===== src/rtl/cache_pkg.sv =====
// Shared constants, FSM encodings and address helpers for the cache refill path.
package cache_pkg;

   localparam int unsigned TAG_W  = 6;
   localparam int unsigned LINE_W = 2;
   localparam int unsigned BLK_W  = 3;
   localparam int unsigned DATA_W = 8;
   localparam int unsigned ADDR_W = TAG_W + LINE_W + BLK_W;

   // Refill FSM state encodings
   localparam logic [1:0] ST_IDLE  = 2'd0;
   localparam logic [1:0] ST_ISSUE = 2'd1;
   localparam logic [1:0] ST_WAIT  = 2'd2;
   localparam logic [1:0] ST_DONE  = 2'd3;

   // RAM word address: {tag, line, word-in-block}
   typedef struct packed {
      logic [TAG_W-1:0]  tag;
      logic [LINE_W-1:0] line;
      logic [BLK_W-1:0]  blk;
   } mem_addr_t;

   // Assemble a RAM word address from its fields
   function automatic mem_addr_t make_addr(input logic [TAG_W-1:0]  tag,
                                           input logic [LINE_W-1:0] line,
                                           input logic [BLK_W-1:0]  blk);
      mem_addr_t a;
      a.tag  = tag;
      a.line = line;
      a.blk  = blk;
      return a;
   endfunction

   // Field slices of a flat address
   function automatic logic [TAG_W-1:0] addr_tag(input logic [ADDR_W-1:0] a);
      return a[ADDR_W-1 -: TAG_W];
   endfunction

   function automatic logic [LINE_W-1:0] addr_line(input logic [ADDR_W-1:0] a);
      return a[BLK_W +: LINE_W];
   endfunction

   function automatic logic [BLK_W-1:0] addr_blk(input logic [ADDR_W-1:0] a);
      return a[BLK_W-1:0];
   endfunction

endpackage


===== src/rtl/cache_refill_engine_counter.sv =====
// Word pointer for a block refill: loadable wrap-around word index plus a
// words-received count whose all-ones value flags the last word of the block.
module refill_counter
   import cache_pkg::*;
(
   input  logic             clk,
   input  logic             reset,
   input  logic             load,
   input  logic [BLK_W-1:0] start,
   input  logic             inc,
   output logic [BLK_W-1:0] word,
   output logic             first_c,
   output logic             last_c
);

   logic [BLK_W-1:0] count;

   // Word index wraps naturally at 2**BLK_W; count tracks words accepted
   always_ff @(posedge clk or negedge reset) begin
      if (!reset) begin
         word  <= '0;
         count <= '0;
      end else if (load) begin
         word  <= start;
         count <= '0;
      end else if (inc) begin
         word  <= word + BLK_W'(1);
         count <= count + BLK_W'(1);
      end
   end

   assign first_c = (count == '0);
   assign last_c  = (count == '1);

endmodule


===== src/rtl/cache_refill_engine.sv =====
// Miss-side refill engine: fetches an 8-word block from backing RAM one word
// at a time and streams each word into the cache data array, then pulses
// fill_done so the cache can write tag and valid.
// Optional feature macro: CRIT_WORD_FIRST_EN (start the burst at the missing
// word and flag it with crit_rdy). Default build fetches words 0..7.
module cache_refill_engine
   import cache_pkg::*;
(
   input  logic              clk,
   input  logic              reset,
   input  logic              miss_req,
   input  logic [TAG_W-1:0]  miss_tag,
   input  logic [LINE_W-1:0] miss_line,
   input  logic [BLK_W-1:0]  miss_blk,
   input  logic              abort,
   output logic              mem_rd,
   output logic [ADDR_W-1:0] mem_addr,
   input  logic              mem_valid,
   input  logic [DATA_W-1:0] mem_rdata,
   output logic              fill_wr,
   output logic [BLK_W-1:0]  fill_blk,
   output logic [DATA_W-1:0] fill_data,
   output logic              fill_done,
   output logic              crit_rdy,
   output logic              busy
);

   logic [1:0]        state;
   logic [1:0]        state_d;
   logic [TAG_W-1:0]  tag_q;
   logic [LINE_W-1:0] line_q;
   logic [BLK_W-1:0]  start_word;
   logic [BLK_W-1:0]  word;
   logic              first_c;
   logic              last_c;
   logic              start_c;
   logic              accept_c;
   logic              mem_rd_d;
   logic              fill_done_d;
   logic              busy_d;

`ifdef CRIT_WORD_FIRST_EN
   assign start_word = miss_blk;
`else
   logic unused_crit;
   assign start_word  = '0;
   assign unused_crit = ^{miss_blk, first_c};
`endif

   refill_counter u_counter (
      .clk     (clk),
      .reset   (reset),
      .load    (start_c),
      .start   (start_word),
      .inc     (accept_c),
      .word    (word),
      .first_c (first_c),
      .last_c  (last_c)
   );

   // State register
   always_ff @(posedge clk or negedge reset) begin
      if (!reset) state <= ST_IDLE;
      else        state <= state_d;
   end

   // Next state and next values of the registered outputs; abort beats everything
   always_comb begin
      state_d     = state;
      start_c     = 1'b0;
      accept_c    = 1'b0;
      mem_rd_d    = 1'b0;
      fill_done_d = 1'b0;
      busy_d      = 1'b0;
      case (state)
         ST_IDLE: begin
            if (miss_req && !abort) begin
               state_d = ST_ISSUE;
               start_c = 1'b1;
            end
         end
         ST_ISSUE: begin
            state_d = abort ? ST_IDLE : ST_WAIT;
         end
         ST_WAIT: begin
            if (abort) begin
               state_d = ST_IDLE;
            end else if (mem_valid) begin
               accept_c = 1'b1;
               state_d  = last_c ? ST_DONE : ST_ISSUE;
            end
         end
         ST_DONE: begin
            state_d = ST_IDLE;
         end
         default: begin
            state_d = ST_IDLE;
         end
      endcase
      mem_rd_d    = (state_d == ST_ISSUE);
      fill_done_d = (state_d == ST_DONE);
      busy_d      = (state_d != ST_IDLE);
   end

   // Capture the missing block's tag and line when a refill starts
   always_ff @(posedge clk or negedge reset) begin
      if (!reset) begin
         tag_q  <= '0;
         line_q <= '0;
      end else if (start_c) begin
         tag_q  <= miss_tag;
         line_q <= miss_line;
      end
   end

   // Registered handshake, fill and status outputs
   always_ff @(posedge clk or negedge reset) begin
      if (!reset) begin
         mem_rd    <= 1'b0;
         fill_wr   <= 1'b0;
         fill_blk  <= '0;
         fill_data <= '0;
         fill_done <= 1'b0;
         busy      <= 1'b0;
      end else begin
         mem_rd    <= mem_rd_d;
         fill_wr   <= accept_c;
         fill_done <= fill_done_d;
         busy      <= busy_d;
         if (accept_c) begin
            fill_blk  <= word;
            fill_data <= mem_rdata;
         end
      end
   end

`ifdef CRIT_WORD_FIRST_EN
   // Flag the fill of the originally requested word (always the first one)
   always_ff @(posedge clk or negedge reset) begin
      if (!reset) crit_rdy <= 1'b0;
      else        crit_rdy <= accept_c && first_c;
   end
`else
   assign crit_rdy = 1'b0;
`endif

   // Address is held in flops for the whole ISSUE..WAIT window
   assign mem_addr = make_addr(tag_q, line_q, word);

endmodule

===== config.mk =====
export PLATFORM = sky130hd
export DESIGN_NAME = cache_refill_engine
export DESIGN_NICKNAME = d
export VERILOG_FILES = /design/src/rtl/cache_pkg.sv /design/src/rtl/cache_refill_engine_counter.sv /design/src/rtl/cache_refill_engine.sv
export SDC_FILE = /design/constraint.sdc
export NUM_CORES = 1
export LEC_CHECK = 0
export CAP_MARGIN = 15
export CORE_MARGIN = 3
export CORE_UTILIZATION = 44
export CTS_BUF_LIST = sky130_fd_sc_hd__clkbuf_4
export DETAILED_ROUTE_END_ITERATION = 6
export GPL_TIMING_DRIVEN = 1
export PLACE_DENSITY = 0.81
export SETUP_SLACK_MARGIN = 0.15
export SLEW_MARGIN = 25
export SYNTH_ARGS = -nofsm -noshare
export SYNTH_HDL_FRONTEND = slang
export SYNTH_SLANG_ARGS = --single-unit
export TNS_END_PERCENT = 10

===== constraint.sdc =====
create_clock -name clk -period 1.9 [get_ports clk]
set_clock_uncertainty 0.15 [all_clocks]
set_input_delay 0.57 -clock clk [delete_from_list [all_inputs] [get_ports clk]]
set_output_delay 0.57 -clock clk [all_outputs]
set_load 0.01 [all_outputs]

Word level (Yosys, flattened, before mapping)
Index checks and enable logic that the tools add are counted.

Memory bits (read-only): 0. Logic and storage cells: 39. Output and inout bits: 27. RAM bits: 0. Flip-flop bits (word level): 31. Memories: 0. Latch bits: 0. Input port bits: 24.

Magnitude comparators: 0. Shift-type cells: 0. Reduce and logical (&&, ||, !) cells: 5. Eq/ne operators: 6. Div/mod/pow operators: 0. $mul: 0. Multiplexer cells: 15. Bitwise logic cells: 0. $add $sub $neg: 2.

Operators with widths (number): 2-to-1 mux 3 bit (4); 2-to-1 mux 2 bit (5); one-hot mux 2 bit (4 select lines) (1); adder 3 x 1 -> 3 bit, second input constant (2); == test 2 bit, second input constant (3); 2-to-1 mux 1 bit (5); == test 2 x 1 -> 1 bit, second input constant (2); nonzero test 2 bit (2); == test 3 bit, second input constant (1); zero test 2 bit (1); logical AND 1 bit (1); zero test 1 bit (1).

Logic depth before layout (Yosys ltp)
Gate-level depths: netlist of run 1.

Depth after elaboration: 6. Mapped depth: 5. Mapped depth without buffers: 5.

Modules after synthesis
Synthesis of run 1 repeated with hierarchy kept, for this count alone.

Cells, all modules: 93. Area total of the unflattened synthesis: 1320.0 um^2.

By module, submodules not included: cache_refill_engine (cells an instance 62, area an instance 977.2 um^2, sequential area each 625.6 um^2, instances 1); refill_counter (cells an instance 31, area an instance 342.8 um^2, sequential area each 150.1 um^2, instances 1).

Worst setup path after synthesis of run 1
Ideal clock, no wire load.

Path kind: input port to flip-flop. From: in mem_valid. To: reg fill_blk[2]. Arrival time: 1.449 ns. Setup slack: 0.177 ns. Setup time: 0.125 ns. Stages on the path: 4. Buffers on the path: 2. Cells stage by stage: nor4bb_4 > buf_6 > buf_12 > mux2_2.

Longest elaborated chain between the ends: 3.

RTL lines: from (decl) (line cache_refill_engine.sv:18) `input logic mem_valid,`; 2-to-1 mux 1 bit (line cache_refill_engine.sv:88) `end else if (mem_valid) begin`; 2-to-1 mux 1 bit (line cache_refill_engine.sv:86) `if (abort) begin`; 2-to-1 mux 1 bit (line cache_refill_engine.sv:75) `case (state)`; net accept_c (line cache_refill_engine.sv:37) `logic accept_c;`; to (signal assigned) (line cache_refill_engine.sv:131) `fill_blk <= word;`; to (decl) (line cache_refill_engine.sv:21) `output logic [BLK_W-1:0] fill_blk,`.

The timed path passes the listed nets, and every way through them passes these cells. A chain may end at the register's enable or synchronous reset.

Final worst setup path of run 1
From: reg u_counter.word[2]. To: out mem_addr[2].

RTL lines: from (decl) (line cache_refill_engine_counter.sv:11) `output logic [BLK_W-1:0] word,`; from (signal assigned) (line cache_refill_engine_counter.sv:24) `word <= start;`; from (signal assigned) (line cache_refill_engine_counter.sv:27) `word <= word + BLK_W'(1);`; to (decl) (line cache_refill_engine.sv:17) `output logic [ADDR_W-1:0] mem_addr,`.

No word-level cell between the ends.

==> impl_results.md, run 1 <==
* Status: completed
* Dpl hpwl at 1790 um
* Routability cong. at 0.750
* First-pass GRT wire length at 4110 um
* Die Wd at 60.0 um
* Crit-path cells: dlygate4sd2_1
* Min-Delay Startpoint: fill_data[0]
* Grt met1 use at 0.167
* DRC marker count from the first detailed-route iteration at 14
* Vias in the first global route at 969
* PD cells at 835 nW/um^2
* Max Slew Vio Count at 0
* Detailed Route WL at 2460 um
* Layout cells sized above 1 at 0.252
* CTS clk-pin slew, worst paths at 0.09 ns
* Cells after synthesis at 84
* Crit start category: register
* Netlist cell types at 23
* Register area share after synthesis at 0.605
* CTS Buffer Depth at 2
* R2R Path End: fill_data[3]
* GRT Total Usage at 0.157
* Cell with the most instances after synthesis: dfrtp_1
* R2R depth at 3
* Levels on crit path at 1
* Area Growth Syn to Fin at 43.4%
* Drt drc at 0
* CTS Buf Count at 5
* Ys async rst share at 1.00
* M2 GR Usage at 0.262
* Final ANT Viol Nets at 0
* # rows at 18
* Hold Buf Count CTS at 0
* Fmax at 0.581 GHz
* Initial antenna violation count at 0
* Placeable core area at 2610 sq um
* CP Capture Type: output pin
* Hold depth at 1
* Die Footprint at 3600 sq um
* Port Buf Inserts at 46
* Nets at 170
* Skew-Pair Late Insertion Delay at 0.32 ns
* DR WL/cell at 14.2 um
* TritonRoute pass-1 iters at 2
* Syn nets at 111
* Antenna cells at 0
* Fill count at 198
* Io pins at 51
* FF+latch count, synth at 31
* Final worst slack at 0.178 ns
* CP required at 1.18 ns
* R2R Setup Slk at 0.21 ns
* Synth top area cells: dfrtp_1 (60%), mux2_2 (15%), mux2i_1 (3.9%)
* Die Y at 60.0 um
* Post-synth EDFFs at 0
* Syn_area_per_cell at 15.3 sq um
* Worst vdd ir at 0.765 mV
* Unrepaired setup endpoints after global routing: true
* CP max-delay cell: dfrtp_1
* Max FO, Critical Path at 2
* Worst Hold Class: reg -> reg
* H-tree lvl count at 2
* CP Data Arrival Time at 1.00 ns
* Routed via count at 870
* Leakage at 0.930 nW
* Place WS at -0.346 ns
* Hold endpoint: fill_data[0]
* Sink Count at 31
* Yosys top cell area share at 0.605
* Initial Util at 0.491
* Final setup violation count at 0
* Crit path buf inv count at 1
* Clock Tree Root: clkbuf_4
* Area leader, netlist: dfrtp_1
* Hold Vio Cnt, Final at 0
* Critical Path Max Stage Delay at 0.39 ns
* Final Cycle Share at 0.906
* Final min period at 1.72 ns
* CP Class: reg -> out
* Total gr overflow at 0
* YS warnings at 0
* Max cap viols at 0
* Kind of cell adding the most delay to the critical path: flip-flops
* Via density per instance at 5.03
* Largest net degree at the start of global routing at 32
* Met3 Use GR at 0.0648
* CTS tree: built
* Post-synthesis instance area at 1280 sq um
* Critical R2R Launch: state[1]
* Top cells by count, synth: dfrtp_1 (31), mux2_2 (17), nor2_1 (6)
* Grt peak-use layer: met2
* Final Core Density at 0.704
* Ys flop type: dfrtp_1
layout make-up:
| cell class | count | area (sq um) | area share |
|---|---|---|---|
| inverter | 1 | 3.75 | 0.00204 |
| tap | 30 | 37.5 | 0.0204 |
| timing repair buffer | 56 | 519 | 0.282 |
| clock inverter | 2 | 8.76 | 0.00476 |
| clock buffer | 5 | 37.5 | 0.0204 |
| sequential | 31 | 776 | 0.422 |
| multi-input combinational | 48 | 457 | 0.248 |
cells in the final DEF (no fill, tap or decap), types with 2 or more instances in the layout:
master / count
mux2_1: 2
clkdlybuf4s50_1: 18
ha_1: 3
xnor2_1: 2
nand2b_1: 2
dlygate4sd2_1: 26
clkdlybuf4s15_1: 2
buf_4: 8
nor2_1: 6
mux2_2: 17
dfrtp_1: 31
clkbuf_4: 5
mux2i_1: 5
sequential cells by signal (all words and copies together) (netlist names):
| register | count |
|---|---|
| fill_data | 8 |
| tag_q | 6 |
| fill_blk | 3 |
| u_counter.count | 3 |
| u_counter.word | 3 |
| line_q | 2 |
| state | 2 |
| busy | 1 |
| fill_done | 1 |
| fill_wr | 1 |
| mem_rd | 1 |
through the flow:
step / total power [mW] / instances / setup TNS (ns) / instance area [sq um] / hold WS (ns)
detailed placement: 1.29 / 163 / -8.18 / 1800 / 0.347
CTS: 1.56 / 173 / 0 / 1840 / 0.360
floorplan: 0.998 / 84 / 0 / 1280 / 0.124
finish: 1.53 / 173 / 0 / 1840 / 0.354
global route: 1.63 / 173 / 0 / 1840 / 0.376
global placement: 1.27 / 163 / -7.64 / 1800 / 0.317
routing by layer:
metal / wire (um) / part of all wire
met1: 960 / 0.39
met2: 1210 / 0.49
met3: 225 / 0.092
met4: 61 / 0.025
met5: 0 / 0
worst max-delay path by stage:
stage / slack [ns] / start / end
after floorplan: 0.18 / mem_valid / fill_blk[2]
final: 0.18 / u_counter.word[2] / mem_addr[2]
after global placement: -0.32 / abort / tag_q[3]
after global routing: 0.14 / line_q[0] / mem_addr[3]
after CTS: 0.15 / u_counter.word[2] / mem_addr[2]
after detailed placement: -0.35 / abort / tag_q[5]
cells by family (layout without fill, tap and decap cells):
family / after synthesis / count (layout) / share of synthesized area
AO/OA/AOI/OAI: 3 / 3 / 0.0146
XOR/XNOR: 2 / 2 / 0.0137
adder cells (fa/ha/maj): 3 / 3 / 0.0293
buffers and inverters: 5 / 64 / 0.0390
flip-flops: 31 / 31 / 0.605
multiplexers: 24 / 24 / 0.206
other: 1 / 1 / 0.00292
AND/OR/NAND/NOR: 15 / 15 / 0.0898
report_power, final:
| part | leakage [nW] | internal (mW) | switching, mW | total, mW |
|---|---|---|---|---|
| Clock | 0.0285 | 0.131 | 0.205 | 0.336 |
| Combinational | 0.502 | 0.227 | 0.156 | 0.384 |
| Sequential | 0.400 | 0.763 | 0.0522 | 0.815 |
repair_timing:
| item | 4_1_cts | 5_1_grt |
|---|---|---|
| buffers inserted | 3 | 0 |
| endpoints found under the hold margin | 0 | 0 |
| setup endpoints to repair | 50 | 25 |
| pin swaps | 1 | 0 |
| gates resized for setup | 29 | 2 |
Power figures use the tool's default switching activity.
==> run 2, diff against run 1 <==
--- a/config.mk
+++ b/config.mk
@@ -5,13 +5,14 @@
 export SDC_FILE = /design/constraint.sdc
 export NUM_CORES = 1
 export LEC_CHECK = 0
+export ABC_AREA = 1
 export CAP_MARGIN = 15
 export CORE_MARGIN = 3
-export CORE_UTILIZATION = 44
+export CORE_UTILIZATION = 45
 export CTS_BUF_LIST = sky130_fd_sc_hd__clkbuf_4
 export DETAILED_ROUTE_END_ITERATION = 6
 export GPL_TIMING_DRIVEN = 1
-export PLACE_DENSITY = 0.81
+export PLACE_DENSITY = 0.82
 export SETUP_SLACK_MARGIN = 0.15
 export SLEW_MARGIN = 25
 export SYNTH_ARGS = -nofsm -noshare
==> run 2 against run 1 <==
Synthesized cell count rose by 70%. Clock power rose by 5%. Via count rose by 27%. Routed wire length rose by 19%. Non-clock buffer count fell by 3. First-iteration DRC count rose by 86%. Combinational power rose by 21%. Setup slack got worse by 0.0020 ns. Register-to-register slack improved by 0.25 ns. Final cell count rose by 33%. Power rose by 9.0%. Critical path depth did not move. Critical endpoint unchanged.
==> impl_results.md, run 2 <==
* Most frequent cells in the layout: nand2_1 (64), dfrtp_1 (31), dlygate4sd2_1 (25)
* Leakage at 1.06 nW
* Die Footprint at 3620 sq um
* Final Cell Area at 1860 sq um
* Drt drc at 0
* Skew-Pair Late Insertion Delay at 0.32 ns
* Syn_area_per_cell at 9.22 sq um
* Sink Count at 31
* CP max-delay cell: dfrtp_1
* Crit-path cells: dlygate4sd2_1
* Nets at 225
* Total gr overflow at 0
* Via density per instance at 4.79
* Routed via count at 1,102
* Area leader, netlist: dfrtp_1
* Die Wd at 60.1 um
* Antenna cells at 0
* FF+latch count, synth at 31
* Hold Buf Count CTS at 0
* Placeable core area at 2780 sq um
* Routability cong. at 0.700
* Top cells by count, synth: nand2_1 (64), dfrtp_1 (31), nand3_1 (15)
* Crit start category: register
* GRT Total Usage at 0.182
* Final worst slack at 0.176 ns
* H-tree lvl count at 2
* Placed cell area at 1810 sq um
* Netlist cell types at 17
* Cells after synthesis at 143
* Final ANT Viol Nets at 0
* Clock Power Share at 0.212
* Most common cell after layout, fill and taps aside: nand2_1
* CTS Buffer Depth at 2
* CTS Buf Count at 5
* Final min period at 1.72 ns
* CP required at 1.18 ns
* YS warnings at 0
* Largest register FFs at 8
* Vias in the first global route at 1,076
* Worst Hold Class: reg -> reg
* Port Buf Inserts at 46
* Layout cells sized above 1 at 0.116
* Largest registers: fill_data x8, tag_q x6
* CP Class: reg -> out
* TritonRoute pass-1 iters at 4
* Critical Path Max Stage Delay at 0.40 ns
* CTS clk-pin slew, worst paths at 0.09 ns
* Crit path buf inv count at 1
* Kind of cell adding the most delay to the critical path: flip-flops
* Post-synthesis instance area at 1320 sq um
* Internal power at 1.17 mW
* Initial antenna violation count at 0
* Hold Vio Cnt, Final at 0
* Max FO, Critical Path at 2
* Largest Register: fill_data
* DR WL/cell at 12.7 um
* WHS at 0.325 ns
* Switch Pwr at 507 uW
* Yosys top cell area share at 0.588
* CP Data Arrival Time at 1.00 ns
* CP Capture Type: output pin
* DRC marker count from the first detailed-route iteration at 26
* Place WS at -0.0104 ns
* Unrepaired setup endpoints after global routing: true
* Logic pwr share at 0.278
* # rows at 19
* Synth top area cells: dfrtp_1 (59%), nand2_1 (18%), nand3_1 (5.7%)
* Max cap viols at 0
* Register area share after synthesis at 0.588
* Ys async rst share at 1.00
* Die Y at 60.1 um
* Detailed Route WL at 2930 um
* Dpl hpwl at 2180 um
* Post-synth EDFFs at 0
* Final Cycle Share at 0.907
* Syn nets at 170
* Io pins at 51
* Tot Pwr at 1.67 mW
* Max Slew Vio Count at 0
* Switching part of the total at 0.303
* Initial Util at 0.474
* Final setup violation count at 0
* CTS tree: built
* First-pass GRT wire length at 4800 um
* Largest net degree at the start of global routing at 32
* Worst vdd ir at 0.623 mV
* Ys flop type: dfrtp_1
* Reg power frac at 0.510
* Clock Tree Root: clkbuf_4
* Area Growth Syn to Fin at 40.9%
* Cell with the most instances after synthesis: nand2_1
* PD cells at 900 nW/um^2
* Status: completed
* Fmax at 0.580 GHz
## run 2: cell count changes after synthesis, moves of 4 or more
cell,change
nand2_1,+64
mux2_2,-17
nand3_1,+15
inv_1,+9
mux2i_1,-5
nor2_1,-4
## run 2: final timing paths
check                                        start                 end  slack, ns  cells after the start
worst max register to register  u_counter.count[0]              mem_rd       0.46                      9
worst min-delay path                      tag_q[5]            tag_q[5]       0.32                      2
min in group asynchronous                    reset  u_counter.count[0]       0.45                      2
worst max-delay path             u_counter.word[2]         mem_addr[2]       0.18                      1
worst min register to register            tag_q[5]            tag_q[5]       0.32                      2
max in group asynchronous                    reset            tag_q[0]       0.99                      2
## run 2: cell type report
cell class,count,area [sq um]
fillers,246,923
flip-flops and latches,31,776
repair buffers,53,494
multi-input cells,95,452
clock buffers,6,45.0
inverters,12,45.0
well taps,31,38.8
clock inverters,2,7.51
## run 2: per-stage QoR
stage | TNS, ns | utilization | instances
after floorplan | 0 | - | 143
after global placement | 0 | 0.652 | 219
after detailed placement | -0.0104 | 0.652 | 219
after CTS | 0 | 0.668 | 230
after global routing | 0 | 0.668 | 230
final | 0 | 0.668 | 230
## run 2: per-layer routing
layer / wire [um] / vias up / GRT usage / part of all wire
met2: 1620 / 23 / 0.313 / 0.55
met1: 1140 / 529 / 0.213 / 0.39
met4: 41 / 0 / 0.0665 / 0.014
met3: 125 / 4 / 0.0540 / 0.043
li1: - / 546 / - / -
met5: 0 / - / 0 / 0
## run 2: kinds of logic after synthesis
| family | synth area share |
|---|---|
| flops | 0.588 |
| simple gates | 0.304 |
| other cells | 0.00284 |
| buf+inv | 0.0693 |
| fa+ha+maj | 0.0285 |
| compound gates | 0.00759 |
## run 2: power by group through the flow
stage / clock network [mW] / logic [mW] / registers [mW]
2_1_floorplan: 0 / 0.154 / 0.927
3_3_place_gp: 0 / 0.533 / 0.865
3_5_place_dp: 0 / 0.548 / 0.874
4_1_cts: 0.369 / 0.475 / 0.855
5_1_grt: 0.393 / 0.515 / 0.871
6_report: 0.354 / 0.465 / 0.854
## run 2: timing repair
action | 4_1_cts | 5_1_grt
resized for setup | 26 | 1
gates cloned | 0 | 0
setup buffers | 3 | 0
endpoints found under the setup margin | 26 | 11
==> run 3, diff against run 2 <==
--- a/config.mk
+++ b/config.mk
@@ -5,14 +5,13 @@
 export SDC_FILE = /design/constraint.sdc
 export NUM_CORES = 1
 export LEC_CHECK = 0
-export ABC_AREA = 1
 export CAP_MARGIN = 15
 export CORE_MARGIN = 3
-export CORE_UTILIZATION = 45
+export CORE_UTILIZATION = 44
 export CTS_BUF_LIST = sky130_fd_sc_hd__clkbuf_4
 export DETAILED_ROUTE_END_ITERATION = 6
 export GPL_TIMING_DRIVEN = 1
-export PLACE_DENSITY = 0.82
+export PLACE_DENSITY = 0.81
 export SETUP_SLACK_MARGIN = 0.15
 export SLEW_MARGIN = 25
 export SYNTH_ARGS = -nofsm -noshare
==> results of run 3 <==
The final DEF is identical to that of run 1; final timing and power are the same.
